$ cat config.mk
export PLATFORM = sky130hd
export DESIGN_NAME = seq_det
export DESIGN_NICKNAME = d
export VERILOG_FILES = /design/src/rtl/seq_det_pkg.sv /design/src/rtl/seq_det.sv
export SDC_FILE = /design/constraint.sdc
export NUM_CORES = 1
export LEC_CHECK = 0
export ABC_AREA = 1
export BUFFER_PORTS_ARGS = -buffer_cell sky130_fd_sc_hd__buf_2
export CORE_AREA = 2 2 39 41
export DETAILED_ROUTE_END_ITERATION = 10
export DIE_AREA = 0 0 41 43
export GPL_TIMING_DRIVEN = 0
export HOLD_SLACK_MARGIN = 0.02
export SYNTH_ARGS = -nofsm -noshare
export SYNTH_HDL_FRONTEND = slang
export SYNTH_SLANG_ARGS = --single-unit
$ cat constraint.sdc
create_clock -name clk -period 1.2 [get_ports clk]
set_input_delay 0.18 -clock clk [delete_from_list [all_inputs] [get_ports clk]]
set_output_delay 0.18 -clock clk [all_outputs]
set_load 0.01 [all_outputs]
$ cat src/rtl/seq_det_pkg.sv
// seq_det_pkg: shared types and elaboration-time helpers for the seq_det detector.
// Provides the state-width helper and the constant function that builds the
// next-state table (KMP-style longest-prefix fallback) from the pattern parameters.
package seq_det_pkg;

  localparam int MIN_PAT_LEN = 2;
  localparam int MAX_PAT_LEN = 8;

  // One table entry holds a state code; 4 bits covers M0..M7 plus DET=8.
  typedef logic [3:0] st_t;

  // Indexed by {state, bit}. Sized for the widest state register (4 bits) so
  // unused state encodings always land on a defined entry (zero -> M0).
  localparam int TAB_DEPTH = 32;
  typedef st_t [TAB_DEPTH-1:0] ns_tab_t;

  // State code k (0..PAT_LEN-1) is Mk; code PAT_LEN is DET.
  function automatic int state_width(input int pat_len);
    return $clog2(pat_len + 1);
  endfunction

  // Pattern bit i in arrival order (i=0 is the first bit received = MSB).
  function automatic logic pat_bit(input logic [7:0] pattern, input int pat_len, input int i);
    return pattern[3'(pat_len - 1 - i)];
  endfunction

  function automatic ns_tab_t build_table(input int pat_len, input logic [7:0] pattern,
                                          input bit overlap);
    ns_tab_t    tab;
    logic [8:0] str;
    int         best;
    bit         ok;
    logic       bb;
    tab = '0;
    for (int s = 0; s <= pat_len; s++) begin
      for (int b = 0; b < 2; b++) begin
        bb  = b[0];
        str = '0;
        best = 0;
        if (s == pat_len && !overlap) begin
          // Non-overlapping: history is wiped after a detect.
          best = (bb == pat_bit(pattern, pat_len, 0)) ? 1 : 0;
        end else begin
          // History is the matched prefix (the whole pattern for DET) plus the new bit.
          for (int j = 0; j < s; j++) str[4'(j)] = pat_bit(pattern, pat_len, j);
          str[4'(s)] = bb;
          // Longest prefix of the pattern that is a suffix of the history.
          for (int k = 1; k <= s + 1 && k <= pat_len; k++) begin
            ok = 1'b1;
            for (int i = 0; i < k; i++) begin
              if (str[4'(s + 1 - k + i)] != pat_bit(pattern, pat_len, i)) ok = 1'b0;
            end
            if (ok) best = k;
          end
        end
        tab[5'(2 * s + b)] = st_t'(best);
      end
    end
    return tab;
  endfunction

endpackage

$ cat src/rtl/seq_det.sv
// seq_det: serial bit-pattern detector (Moore FSM), one bit sampled per rising clk edge.
// Ports: clk (clock), rst (sync active-high reset), In (serial bit), Out (one-cycle detect flag).
// Out is decoded from the state register only, so it has no combinational path from In.
module seq_det #(
  parameter int PAT_LEN = 4,
  parameter     PATTERN = 4'b1011,
  parameter bit OVERLAP = 1'b1
) (
  input  logic clk,
  input  logic rst,
  input  logic In,
  output logic Out
);
  import seq_det_pkg::*;

  if (PAT_LEN < MIN_PAT_LEN || PAT_LEN > MAX_PAT_LEN) begin : g_bad_len
    $error("seq_det: PAT_LEN must be in 2..8");
  end
  if ($bits(PATTERN) != PAT_LEN) begin : g_bad_pat
    $error("seq_det: PATTERN width must equal PAT_LEN");
  end

  localparam int              SW     = state_width(PAT_LEN);
  localparam logic [SW-1:0]   DET    = SW'(PAT_LEN);
  localparam ns_tab_t         NS_TAB = build_table(PAT_LEN, 8'(PATTERN), OVERLAP);

  logic [SW-1:0] state;
  logic [4:0]    idx;

  assign idx = 5'({state, In});

  always_ff @(posedge clk) begin
    if (rst) begin
      state <= '0;
    end else begin
      state <= SW'(NS_TAB[idx]);
    end
  end

  assign Out = (state == DET);

endmodule

# Word level (Yosys, flattened, before mapping)
# Memory sizes are Yosys's and may differ from the RTL's. A register that Yosys moved wholly into a read port is not among the register bits.
# Index checks and enable logic that the tools add are counted.
[word_totals] out_inout_bits=1 mem_count=1 word_cells=2 mem_bits_ro=64 in_bits=3 reg_bits=0
[mem_list] name="(name not given)" words=16 word_bits=4 rd=1 rd_clocked_by_memory_dff=1 write_ports=0 line="seq_det.sv:36" rtl="state <= SW'(NS_TAB[idx]);"
[classes] n_eq_ne=1
[ops] operator="$eq 3x3->1 const B" n=1

# Logic depth before layout (Yosys ltp)
[logic_depth] depth_word=1 depth_mapped=6 depth_no_buf=6

# Worst setup path after synthesis
# No wires, ideal clock.
[synth_timing] kind="flip-flop to flip-flop" startpoint="reg state[0]" endpoint="reg state[1]" t_required_ps=1087 t_arrival_ps=851 path_slack_ps=236 path_stages_with_launch=7 path_buffers=0 setup_time_ps=113 period_less_slack_ps=964 path_cell_list="dfxtp_1 -> inv_1 -> ha_1 -> inv_1 -> nand2_1 -> nand3_1 -> nand2_1"
[synth_lines] element="start, declared" line="seq_det.sv:27" rtl="logic [SW-1:0] state;"

# Final worst setup path
[layout_timing] startpoint="reg state[1]" endpoint="out Out"
[layout_between] elab_chain_len=1
[layout_rtl] element="$eq 3x3->1" line="seq_det.sv:40" rtl="assign Out = (state == DET);"
[layout_rtl] element="end, declared" line="seq_det.sv:12" rtl="output logic Out"
# No other way between the ends.

==> metrics.txt <==
Clock transition at path regs=40 ps; final setup TNS=0 ps; number of clock buffers inserted by TritonCTS=3; gr ovfl total=0; Clk network pwr share=54.7%; Yosys Warn Count=0; clk root buf=clkbuf_4; Total GRT Usage=4.60%; metal2 WL=153 µm; Setup CP Type=reg -> out; Total Power=0.324 mW; post-DP HPWL=278 µm; DRT Pass-1 Iters=2; DRC=0; Synth area leaders=dfxtp_1 (32%), ha_1 (20%), nand2_1 (12%), nor2_1 (9.9%), inv_1 (7.9%); NetSw=0.0800 mW; Synth cell types=10; RSZ-0062 raised after global routing=no; Final Cycle Share=93.3%; First DRT Iteration DRCs=3; Worst-Margin Slew=167 ps; Area Overhead vs Synth=32.5%; Die Area=0.00176 mm²; most frequent cell after synthesis=nand2_1; Ports=4; Post-DRT Antenna Nets=0; Post-synth EDFFs=0; synthesized cell area=189 µm²; worst-case clock buffer depth=2; sw frac=24.7%; Wirelength per Cell=7.00 µm; fill count=165; setup violators final=0; Post-CTS Hold Buffers=0; area of the multi-input gates=106 µm²; Peak VDD IR=0.397 mV; fin cells=51; clock net sink count=3; CTS tree=yes; Synth async-reset ratio=0%; Gate power share=10.7%; share of power burned in registers=34.6%; number of diodes=0; Post-Route WL=357 µm; Site Rows=14; P_leak=0.134 nW; fin. max-slew vios=0; crit-path max FO=5; Top FF cell, synth=dfxtp_1; Post-CTS Setup Inserts=0; main combinational cell family by area after synthesis=simple AND/OR/NAND/NOR gates; cell taking the most area after synthesis=dfxtp_1; xor/xnor share of the synthesized area=0%; M1 wire length=164 µm; max layer used=met3; Seq/Total Area, Yosys=31.8%; Synth top area share=31.8%; worst setup margin=80.3 ps; CP max stage cell=dfxtp_1; mux share of post-synthesis cell area=0%; post-synthesis compound-gate area fraction=2.65%; layout cell share with drive strength beyond 1=25.7%; synth cell count leaders=nand2_1 (6), nor2_1 (5), inv_1 (4); IO buf count=3; met3 WL post-DR=38 µm; placed insts=47; critical-path cell list=inv_1 -> nand2_1 -> nor2_1 -> buf_2; gpl congestion=0.568; Reg with most FFs=state; DR vias=178; #FFs+latches synth=3; clk_lat worst skew=230 ps; largest net degree at the start of global routing=6; Max Cap Violations=0; CTS resizes=0; Die W=41 µm; cell-internal power=0.244 mW; status=finished clean; initial antenna violation count=0; Core ar.=0.00138 mm²; fmax=893 MHz; kind of cell adding the most delay to the critical path=flip-flops; biggest regs=state: 3 flops; Avg Vias per Cell=3.49; crit start category=flip-flop; FF+latch area=60.1 µm²; syn avg cell area=6.75 µm²; Worst Path Buf+Inv=2; slew margin rel.=88.9%; htree depth=1; first-pass GRT wire length=503 µm; Placement Setup Slack=141 ps; post-route minimum period=1120 ps; vias in the first global route=140; Die Height=43 µm; Max stage delay on crit path=390 ps; simple-gate share of the synthesized area=33.8%; PD cells=1300 mW/mm²; element type at the critical path end=output port; Worst Hold Class=in -> reg; Final Skew=0.104 ps; max FFs per register=3; syn_nets=34; Initial Util=13.7%; Required @ worst endpoint=1020 ps; cells after synthesis=28; Fin. Hold Viols=0; nets=42; Arrival @ worst endpoint=940 ps; post-synthesis adder-cell area fraction=19.9%
==> placed cells by master, fill, tap and decap left out, types with 2 or more instances in the layout <==
| cell type | n |
|---|---|
| inv_1 | 4 |
| ha_1 | 3 |
| nand2_1 | 6 |
| nand3_1 | 2 |
| nor2_1 | 5 |
| buf_2 | 3 |
| dfxtp_1 | 3 |
| clkbuf_4 | 3 |
| inv_2 | 2 |
==> final timing paths <==
| check | slack, ps | end | depth (start not counted) | start |
|---|---|---|---|---|
| worst max-delay path | 80 | Out | 4 | state[1]$_SDFF_PP0_ |
| worst min-delay path | 220 | state[2]$_SDFF_PP0_ | 3 | In |
| worst max register to register | 140 | state[1]$_SDFF_PP0_ | 6 | state[0]$_SDFF_PP0_ |
| worst min register to register | 500 | state[2]$_SDFF_PP0_ | 2 | state[0]$_SDFF_PP0_ |
==> power groups by stage <==
| stage | Clock, mW | Combinational, mW | Sequential [mW] |
|---|---|---|---|
| 2_1_floorplan | 0 | 0.0255 | 0.112 |
| 3_3_place_gp | 0 | 0.0342 | 0.114 |
| 3_5_place_dp | 0 | 0.0356 | 0.114 |
| 4_1_cts | 0.186 | 0.0359 | 0.112 |
| 5_1_grt | 0.200 | 0.0410 | 0.113 |
| 6_report | 0.177 | 0.0349 | 0.112 |
==> metal layers <==
layer / vias up / track usage (%)
met5: - / 0
met4: 0 / 2.00
met3: 0 / 4.71
met2: 6 / 6.25
met1: 74 / 4.44
li1: 98 / -
==> per-stage QoR <==
step	hold WS [ps]	utilization [%]	cell area, µm²
global route	230	18.1	250
global placement	465	16.2	224
floorplan	320	-	189
CTS	216	18.1	250
finish	225	18.1	250
detailed placement	465	16.2	224
==> worst register-to-register path, delay by kind of cell, from the launching register on <==
family                   cells  cell delay, ps
AND/OR/NAND/NOR              3             170
flip-flops                   1             370
adder cells (fa/ha/maj)      1             270
buffers and inverters        2             130
==> cell type report <==
class | count | share of cell area, %
clock buffer | 4 | 10.5
multi-input combinational | 19 | 42.5
inverter | 6 | 9.00
timing repair buffer | 3 | 6.00
tap | 16 | 8.00
sequential | 3 | 24.0
==> cells by family after synthesis <==
kind of cell | after synthesis
compound gates | 1
flops | 3
fa+ha+maj | 3
simple gates | 15
buf+inv | 6
Note: power is estimated with default switching activity, not from simulation.
